==> config.mk <==
export PLATFORM = sky130hd
export DESIGN_NAME = cam_sccb_config
export DESIGN_NICKNAME = d
export VERILOG_FILES = /design/src/rtl/cam_sccb_config_pkg.sv /design/src/rtl/cam_cfg_rom.sv /design/src/rtl/cam_sccb_config.sv
export SDC_FILE = /design/constraint.sdc
export NUM_CORES = 1
export LEC_CHECK = 0
export ABC_CLOCK_PERIOD_IN_PS = 5230
export BUFFER_PORTS_ARGS = -buffer_cell sky130_fd_sc_hd__buf_2
export CAP_MARGIN = 0
export CORE_UTILIZATION = 40
export DETAILED_ROUTE_END_ITERATION = 8
export HOLD_SLACK_MARGIN = 0.12
export SLEW_MARGIN = 0
export SYNTH_ARGS = -nofsm -noshare
export SYNTH_HDL_FRONTEND = slang
export SYNTH_SLANG_ARGS = --single-unit
==> constraint.sdc <==
create_clock -name clk -period 5.23 [get_ports clk]
set_input_delay 0.7845 -clock clk [delete_from_list [all_inputs] [get_ports clk]]
set_output_delay 0.7845 -clock clk [all_outputs]
set_load 0.02 [all_outputs]
==> src/rtl/cam_sccb_config_pkg.sv <==
// Shared constants, state encoding and helpers for the OV7670 SCCB configurator.
package cam_sccb_config_pkg;

  // Table markers that are not register writes
  localparam logic [15:0] OPC_END   = 16'hFFFF;
  localparam logic [15:0] OPC_DELAY = 16'hFFF0;

  // Quarter-bit ticks spent in each bus phase
  localparam int Q_START = 2;
  localparam int Q_BIT   = 4;
  localparam int Q_STOP  = 3;
  localparam int Q_GAP   = 4;

  // Three 9-bit SCCB phases: ID, sub-address, data (8 bits + don't-care slot each)
  localparam int FRAME_BITS = 27;

  typedef enum logic [2:0] {
    S_IDLE,
    S_FETCH,
    S_START,
    S_BIT,
    S_STOP,
    S_GAP,
    S_DELAY,
    S_DONE
  } state_t;

  // The ninth bit of every phase is released so the camera may drive it
  function automatic logic is_ack_slot(input logic [4:0] b);
    return (b == 5'd8) || (b == 5'd17) || (b == 5'd26);
  endfunction

endpackage

==> src/rtl/cam_cfg_rom.sv <==
// OV7670 register table: RGB565 output scaled down to QQVGA 160x120.
module cam_cfg_rom
  import cam_sccb_config_pkg::*;
#(
  parameter int ROM_AW = 6
) (
  input  logic              clk,
  input  logic [ROM_AW-1:0] addr,
  output logic [15:0]       data
);

  // Synchronous read, one cycle of latency; unused locations read as END
  always_ff @(posedge clk) begin
    case (addr)
      ROM_AW'(0): data <= 16'h1280;
      ROM_AW'(1): data <= OPC_DELAY;
      ROM_AW'(2): data <= 16'h1214;
      ROM_AW'(3): data <= 16'h40D0;
      ROM_AW'(4): data <= 16'h0C04;
      ROM_AW'(5): data <= 16'h3E1A;
      default:    data <= OPC_END;
    endcase
  end

endmodule

==> src/rtl/cam_sccb_config.sv <==
// Walks the camera register table and emits one SCCB 3-phase write per entry.
module cam_sccb_config
  import cam_sccb_config_pkg::*;
#(
  parameter int         CLK_FREQ_HZ  = 25000000,
  parameter int         SCCB_FREQ_HZ = 100000,
  parameter int         QDIV         = CLK_FREQ_HZ / (4 * SCCB_FREQ_HZ),
  parameter int         DELAY_MS     = 2,
  parameter int         ROM_AW       = 6,
  parameter logic [7:0] CAM_ID       = 8'h42
) (
  input  logic              clk,
  input  logic              rst,
  input  logic              start,
  output logic              sioc,
  output logic              siod_o,
  output logic              siod_oe,
  output logic              busy,
  output logic              done,
  output logic [ROM_AW-1:0] cfg_idx
);

  localparam int QD      = (QDIV < 1) ? 1 : QDIV;
  localparam int QW      = (QD > 1) ? $clog2(QD) : 1;
  localparam int DLY_RAW = (CLK_FREQ_HZ / 1000) * DELAY_MS;
  localparam int DLY_N   = (DLY_RAW < 1) ? 1 : DLY_RAW;
  localparam int DW      = (DLY_N > 1) ? $clog2(DLY_N) : 1;

  state_t                  state, state_nxt;
  logic [QW-1:0]           qcnt, qcnt_nxt;
  logic [1:0]              qtr, qtr_nxt;
  logic [4:0]              bit_cnt, bit_nxt;
  logic [DW-1:0]           dcnt, dcnt_nxt;
  logic                    fetch_ph, fetch_nxt;
  logic [ROM_AW-1:0]       idx_nxt;
  logic [FRAME_BITS-1:0]   frame, frame_nxt;
  logic [15:0]             rom_q;
  logic                    tick;
  logic                    sioc_d, siod_d, oe_d, busy_d, done_d;

  cam_cfg_rom #(.ROM_AW(ROM_AW)) u_rom (
    .clk  (clk),
    .addr (cfg_idx),
    .data (rom_q)
  );

  // State, counters and the registered bus pins; outputs follow the next state so they never glitch
  always_ff @(posedge clk or negedge rst) begin
    if (!rst) begin
      state    <= S_IDLE;
      qcnt     <= '0;
      qtr      <= '0;
      bit_cnt  <= '0;
      dcnt     <= '0;
      fetch_ph <= 1'b0;
      cfg_idx  <= '0;
      frame    <= '0;
      sioc     <= 1'b1;
      siod_o   <= 1'b1;
      siod_oe  <= 1'b1;
      busy     <= 1'b0;
      done     <= 1'b0;
    end else begin
      state    <= state_nxt;
      qcnt     <= qcnt_nxt;
      qtr      <= qtr_nxt;
      bit_cnt  <= bit_nxt;
      dcnt     <= dcnt_nxt;
      fetch_ph <= fetch_nxt;
      cfg_idx  <= idx_nxt;
      frame    <= frame_nxt;
      sioc     <= sioc_d;
      siod_o   <= siod_d;
      siod_oe  <= oe_d;
      busy     <= busy_d;
      done     <= done_d;
    end
  end

  // Sequencing: table fetch/decode, quarter-tick phase stepping and the DELAY wait
  always_comb begin
    state_nxt = state;
    qcnt_nxt  = '0;
    qtr_nxt   = qtr;
    bit_nxt   = bit_cnt;
    dcnt_nxt  = '0;
    fetch_nxt = 1'b0;
    idx_nxt   = cfg_idx;
    frame_nxt = frame;
    tick      = (qcnt == QW'(QD - 1));

    case (state)
      S_IDLE, S_DONE: begin
        if (start) begin
          state_nxt = S_FETCH;
          idx_nxt   = '0;
        end
      end
      S_FETCH: begin
        if (!fetch_ph) begin
          fetch_nxt = 1'b1;
        end else begin
          qtr_nxt = '0;
          bit_nxt = '0;
          if ((rom_q == OPC_END) || (cfg_idx == '1)) begin
            state_nxt = S_DONE;
          end else if (rom_q == OPC_DELAY) begin
            state_nxt = S_DELAY;
          end else begin
            state_nxt = S_START;
            frame_nxt = {CAM_ID, 1'b1, rom_q[15:8], 1'b1, rom_q[7:0], 1'b1};
          end
        end
      end
      S_START, S_BIT, S_STOP, S_GAP: begin
        qcnt_nxt = tick ? '0 : qcnt + QW'(1);
        if (tick) begin
          qtr_nxt = qtr + 2'd1;
          case (state)
            S_START: if (qtr == 2'(Q_START - 1)) begin
              qtr_nxt   = '0;
              state_nxt = S_BIT;
            end
            S_BIT: if (qtr == 2'(Q_BIT - 1)) begin
              qtr_nxt = '0;
              if (bit_cnt == 5'(FRAME_BITS - 1)) state_nxt = S_STOP;
              else                               bit_nxt   = bit_cnt + 5'd1;
            end
            S_STOP: if (qtr == 2'(Q_STOP - 1)) begin
              qtr_nxt   = '0;
              state_nxt = S_GAP;
            end
            default: if (qtr == 2'(Q_GAP - 1)) begin
              qtr_nxt   = '0;
              idx_nxt   = cfg_idx + ROM_AW'(1);
              state_nxt = S_FETCH;
            end
          endcase
        end
      end
      S_DELAY: begin
        if (dcnt == DW'(DLY_N - 1)) begin
          idx_nxt   = cfg_idx + ROM_AW'(1);
          state_nxt = S_FETCH;
        end else begin
          dcnt_nxt = dcnt + DW'(1);
        end
      end
      default: state_nxt = S_IDLE;
    endcase
  end

  // Bus pin and status values for the state being entered
  always_comb begin
    sioc_d = 1'b1;
    siod_d = 1'b1;
    oe_d   = 1'b1;
    busy_d = (state_nxt != S_IDLE) && (state_nxt != S_DONE);
    done_d = (state_nxt == S_DONE);
    case (state_nxt)
      S_START: begin
        siod_d = 1'b0;
        sioc_d = (qtr_nxt == 2'd0);
      end
      S_BIT: begin
        sioc_d = (qtr_nxt == 2'd1) || (qtr_nxt == 2'd2);
        siod_d = frame_nxt[5'(FRAME_BITS - 1) - bit_nxt];
        oe_d   = !is_ack_slot(bit_nxt);
      end
      S_STOP: begin
        siod_d = (qtr_nxt == 2'd2);
        sioc_d = (qtr_nxt != 2'd0);
      end
      default: ;
    endcase
  end

endmodule

==> out/qor.yml <==
outcome: "finished, violations left"
violations: "DRC"
finClkSkew_ns: 0.00570
initial_core_util_pct: 41.0
relSlewSlack_pct: 40.3
end_kind: "register"
syn_nets: 469
ys.flop_type: "dfrtp_1"
p_clk_share_pct: 25.5
synth_seq_area_share_pct: 44.6
path_clk_slew_ns: 0.08
dpl.hpwl_mm: 6.17
syn_avg_cell_area_sq_um: 9.98
rrSetupSlack_ns: 1.43
firstDrtPassIters: 6
syn_to_final_growth_pct: 8.23
r2r_cells: 11
r2r-end: "siod_o"
antenna_cells: 0
drc: 2
drt_iter0_drc: 117
grt_max_degree: 72
synth_edf_count: 0
viasPerCell: 5.32
ctsHtreeMaxLevel: 3
intPower_w: 0.00133
crit_end: "siod_o"
wl_mm: 8.68
switching_share_pct: 35.6
max_freq_mhz: 263
p_leak_nw: 2.09
fin_nets: 477
tightest_slew_ns: 0.896
power_switching_w: 0.000738
period_needed_ns: 3.80
period_share_pct: 72.6
place_congestion: 0.849
grt_setup_unrepaired: "false"
finish.instance_area_sq_um: 4800
fp.dieW_microns: 107
placed_cell_area_sq_um: 4570
seq_area_sq_um: 1980
comb_power_share_pct: 32.0
antenna_found_initial: 0
slew_violations: 0
finalHoldViolations: 0
drive_above_1_share_pct: 16.2
hold_path_depth: 2
synthDistinctLibCells: 77
postSynthCellCount: 445
max-cap-violations: 0
seq_power_share_pct: 42.5
clock_sinks: 81
gr-total-overflow: 0
setup_violations: 0
cts_hold_buf: 0
powerDensity_nw_per_um2: 431
fp.dieArea_sq_um: 11500
critical_path_class: "register to register"
fill_cells: 1047
arrival_ns: 4.08
critPathRequiredTime_ns: 5.52
ys_warn_count: 0
clockBufferDepth: 2
io_pins: 14
root_buffer: "clkbuf_8"
grt_pass1_wl_mm: 15.2
grt_pass1_vias: 3173
syn-cell-area_sq_um: 4440
cts_buffers: 9
cts_tree: "yes"
critPathLaunch: "qcnt[1]"
rows: 38
post-cts-setup-buffer-count: 0
worstReg2RegStart: "qcnt[1]"
die_h_microns: 107
min_path_type: "register to register"
track_usage_pct: 17.0
synthArstFlopShare_pct: 87.7
start_kind: "register"
setup_tns_ns: 0
multi_input_area_sq_um: 2260
insertion_delay_ns: 0.36
final_antenna_net_count: 0
wl_per_cell_microns: 14.5
core_region_area_sq_um: 10800
worstPathMaxFanout: 17
ys_ff_latch: 81
portBuffers: 13
cts_resized: 0
vdd_drop_max_mv: 0.214
vias: 3183
[power by group through the flow]
| stage | Clock, W | Sequential, W | Combinational [W] |
|---|---|---|---|
| 2_1_floorplan | 0 | 0.000850 | 0.000536 |
| 3_3_place_gp | 0 | 0.000889 | 0.000656 |
| 3_5_place_dp | 0 | 0.000895 | 0.000664 |
| 4_1_cts | 0.000539 | 0.000882 | 0.000669 |
| 5_1_grt | 0.000564 | 0.000901 | 0.000756 |
| 6_report | 0.000528 | 0.000880 | 0.000663 |
[per-stage QoR]
step | hold slack [ns] | setup WS (ns) | total power (W) | utilization [%] | cells
floorplan | 0.414 | 2.01 | 0.00139 | - | 445
global placement | 0.437 | 1.56 | 0.00155 | 42.2 | 582
detailed placement | 0.442 | 1.42 | 0.00156 | 42.2 | 582
CTS | 0.457 | 1.39 | 0.00209 | 44.3 | 598
global route | 0.472 | 1.11 | 0.00222 | 44.3 | 598
finish | 0.454 | 1.43 | 0.00207 | 44.3 | 598
[worst max-delay path, cell delays in order, from the launching register on]
cell	delay, ns
dfrtp_1	0.40
inv_1	0.06
ha_1	0.13
nand4_1	0.41
nor4_4	0.56
mux2i_4	0.63
ha_1	0.33
xor2_2	0.22
mux4_2	0.52
a22oi_1	0.20
nand2_1	0.07
a31o_1	0.19
[state kept, by name, summed over array words and instances, names as in the netlist]
signal / cells
bit_cnt: 5
busy: 1
cfg_idx: 6
dcnt: 16
done: 1
fetch_ph: 1
frame: 27
qcnt: 6
qtr: 2
sioc: 1
siod_o: 1
siod_oe: 1
state: 3
u_rom.data: 10
[worst min-delay path by stage]
stage / from / endpoint / slack (ns)
6_report: u_rom.data[0] / frame[1] / 0.45
5_1_grt: u_rom.data[0] / frame[1] / 0.47
4_1_cts: u_rom.data[0] / frame[1] / 0.46
3_5_place_dp: frame[18] / frame[18] / 0.44
3_3_place_gp: frame[9] / frame[9] / 0.44
2_1_floorplan: frame[9] / frame[9] / 0.41
[cell usage after synthesis, drive strengths merged (2+ instances only)]
cell     instances  share of area, %
dfrtp           68                38
nand2           43               3.7
nor2            42               3.7
o21ai           27               3.0
inv             22               1.9
ha              21               5.9
mux2            21               5.3
nand3           19               2.1
a21oi           18               2.0
nor3            11               1.2
dfxtp           10               4.5
xor2            10               2.1
and3             9               1.4
buf              9               1.7
xnor2            9               2.4
and2             8               1.2
clkbuf           8              0.90
nand4            7              0.99
or3              7              0.99
nor4             6               1.2
o21a             5              0.85
a211oi           4              0.79
mux2i            4               1.2
nor2b            4              0.56
o211ai           4              0.79
a21o             3              0.51
a31oi            3              0.42
dfstp            3               1.8
nand2b           3              0.42
o31a             3              0.65
or2              3              0.42
a21boi           2              0.34
a22oi            2              0.45
a32oi            2              0.39
nand4bb          2              0.87
o21bai           2              0.34
o31ai            2              0.34
or2b             2              0.34
[routing by layer]
layer  vias to the layer above  part of all wire, %  global-route usage, %  wire (microns)
li1                       1579                    -                      -               -
met1                      1544                   50                   22.8            4360
met2                        50                   45                   26.7            3930
met3                        10                  3.3                   3.69             283
met4                         0                  1.2                   6.65             108
met5                         -                    0                      0               0
[area by class of cell]
class	count	share of cell area, %
repair buffers	14	1.51
clock inverters	2	1.25
clock buffers	14	3.59
inverters	22	1.72
flip-flops and latches	81	41.2
multi-input cells	325	47.1
well taps	140	3.65
[logic make-up (layout without fill, tap and decap cells)]
family,Yosys count,count (layout),share of synthesized area (%)
AND/OR/NAND/NOR,171,171,20.2
AO/OA/AOI/OAI,88,88,13.3
flip-flops,81,81,44.6
buffers and inverters,39,52,4.45
multiplexers,26,26,7.02
adder cells (fa/ha/maj),21,21,5.92
XOR/XNOR,19,19,4.51
[cell usage in the layout, fill, tap and decap left out, types with 3 or more instances in the layout]
| cell | n |
|---|---|
| nor3_1 | 11 |
| nor2b_1 | 4 |
| mux2i_1 | 3 |
| dfrtp_1 | 68 |
| ha_1 | 21 |
| mux2_2 | 18 |
| dfxtp_1 | 10 |
| and2_1 | 6 |
| nor4_1 | 5 |
| and3_1 | 8 |
| xor2_1 | 9 |
| nor2_1 | 40 |
| xnor2_1 | 7 |
| o21ai_0 | 25 |
| inv_1 | 21 |
| nand2_1 | 41 |
| mux2_1 | 3 |
| o211ai_1 | 3 |
| or3_1 | 7 |
| a211oi_1 | 3 |
| a21oi_1 | 18 |
| buf_2 | 13 |
| o21a_1 | 5 |
| nand4_1 | 7 |
| dfstp_2 | 3 |
| a31oi_1 | 3 |
| nand3_1 | 19 |
| nand2b_1 | 3 |
| clkbuf_8 | 12 |
| a21o_1 | 3 |
Power figures use the tool's default switching activity.
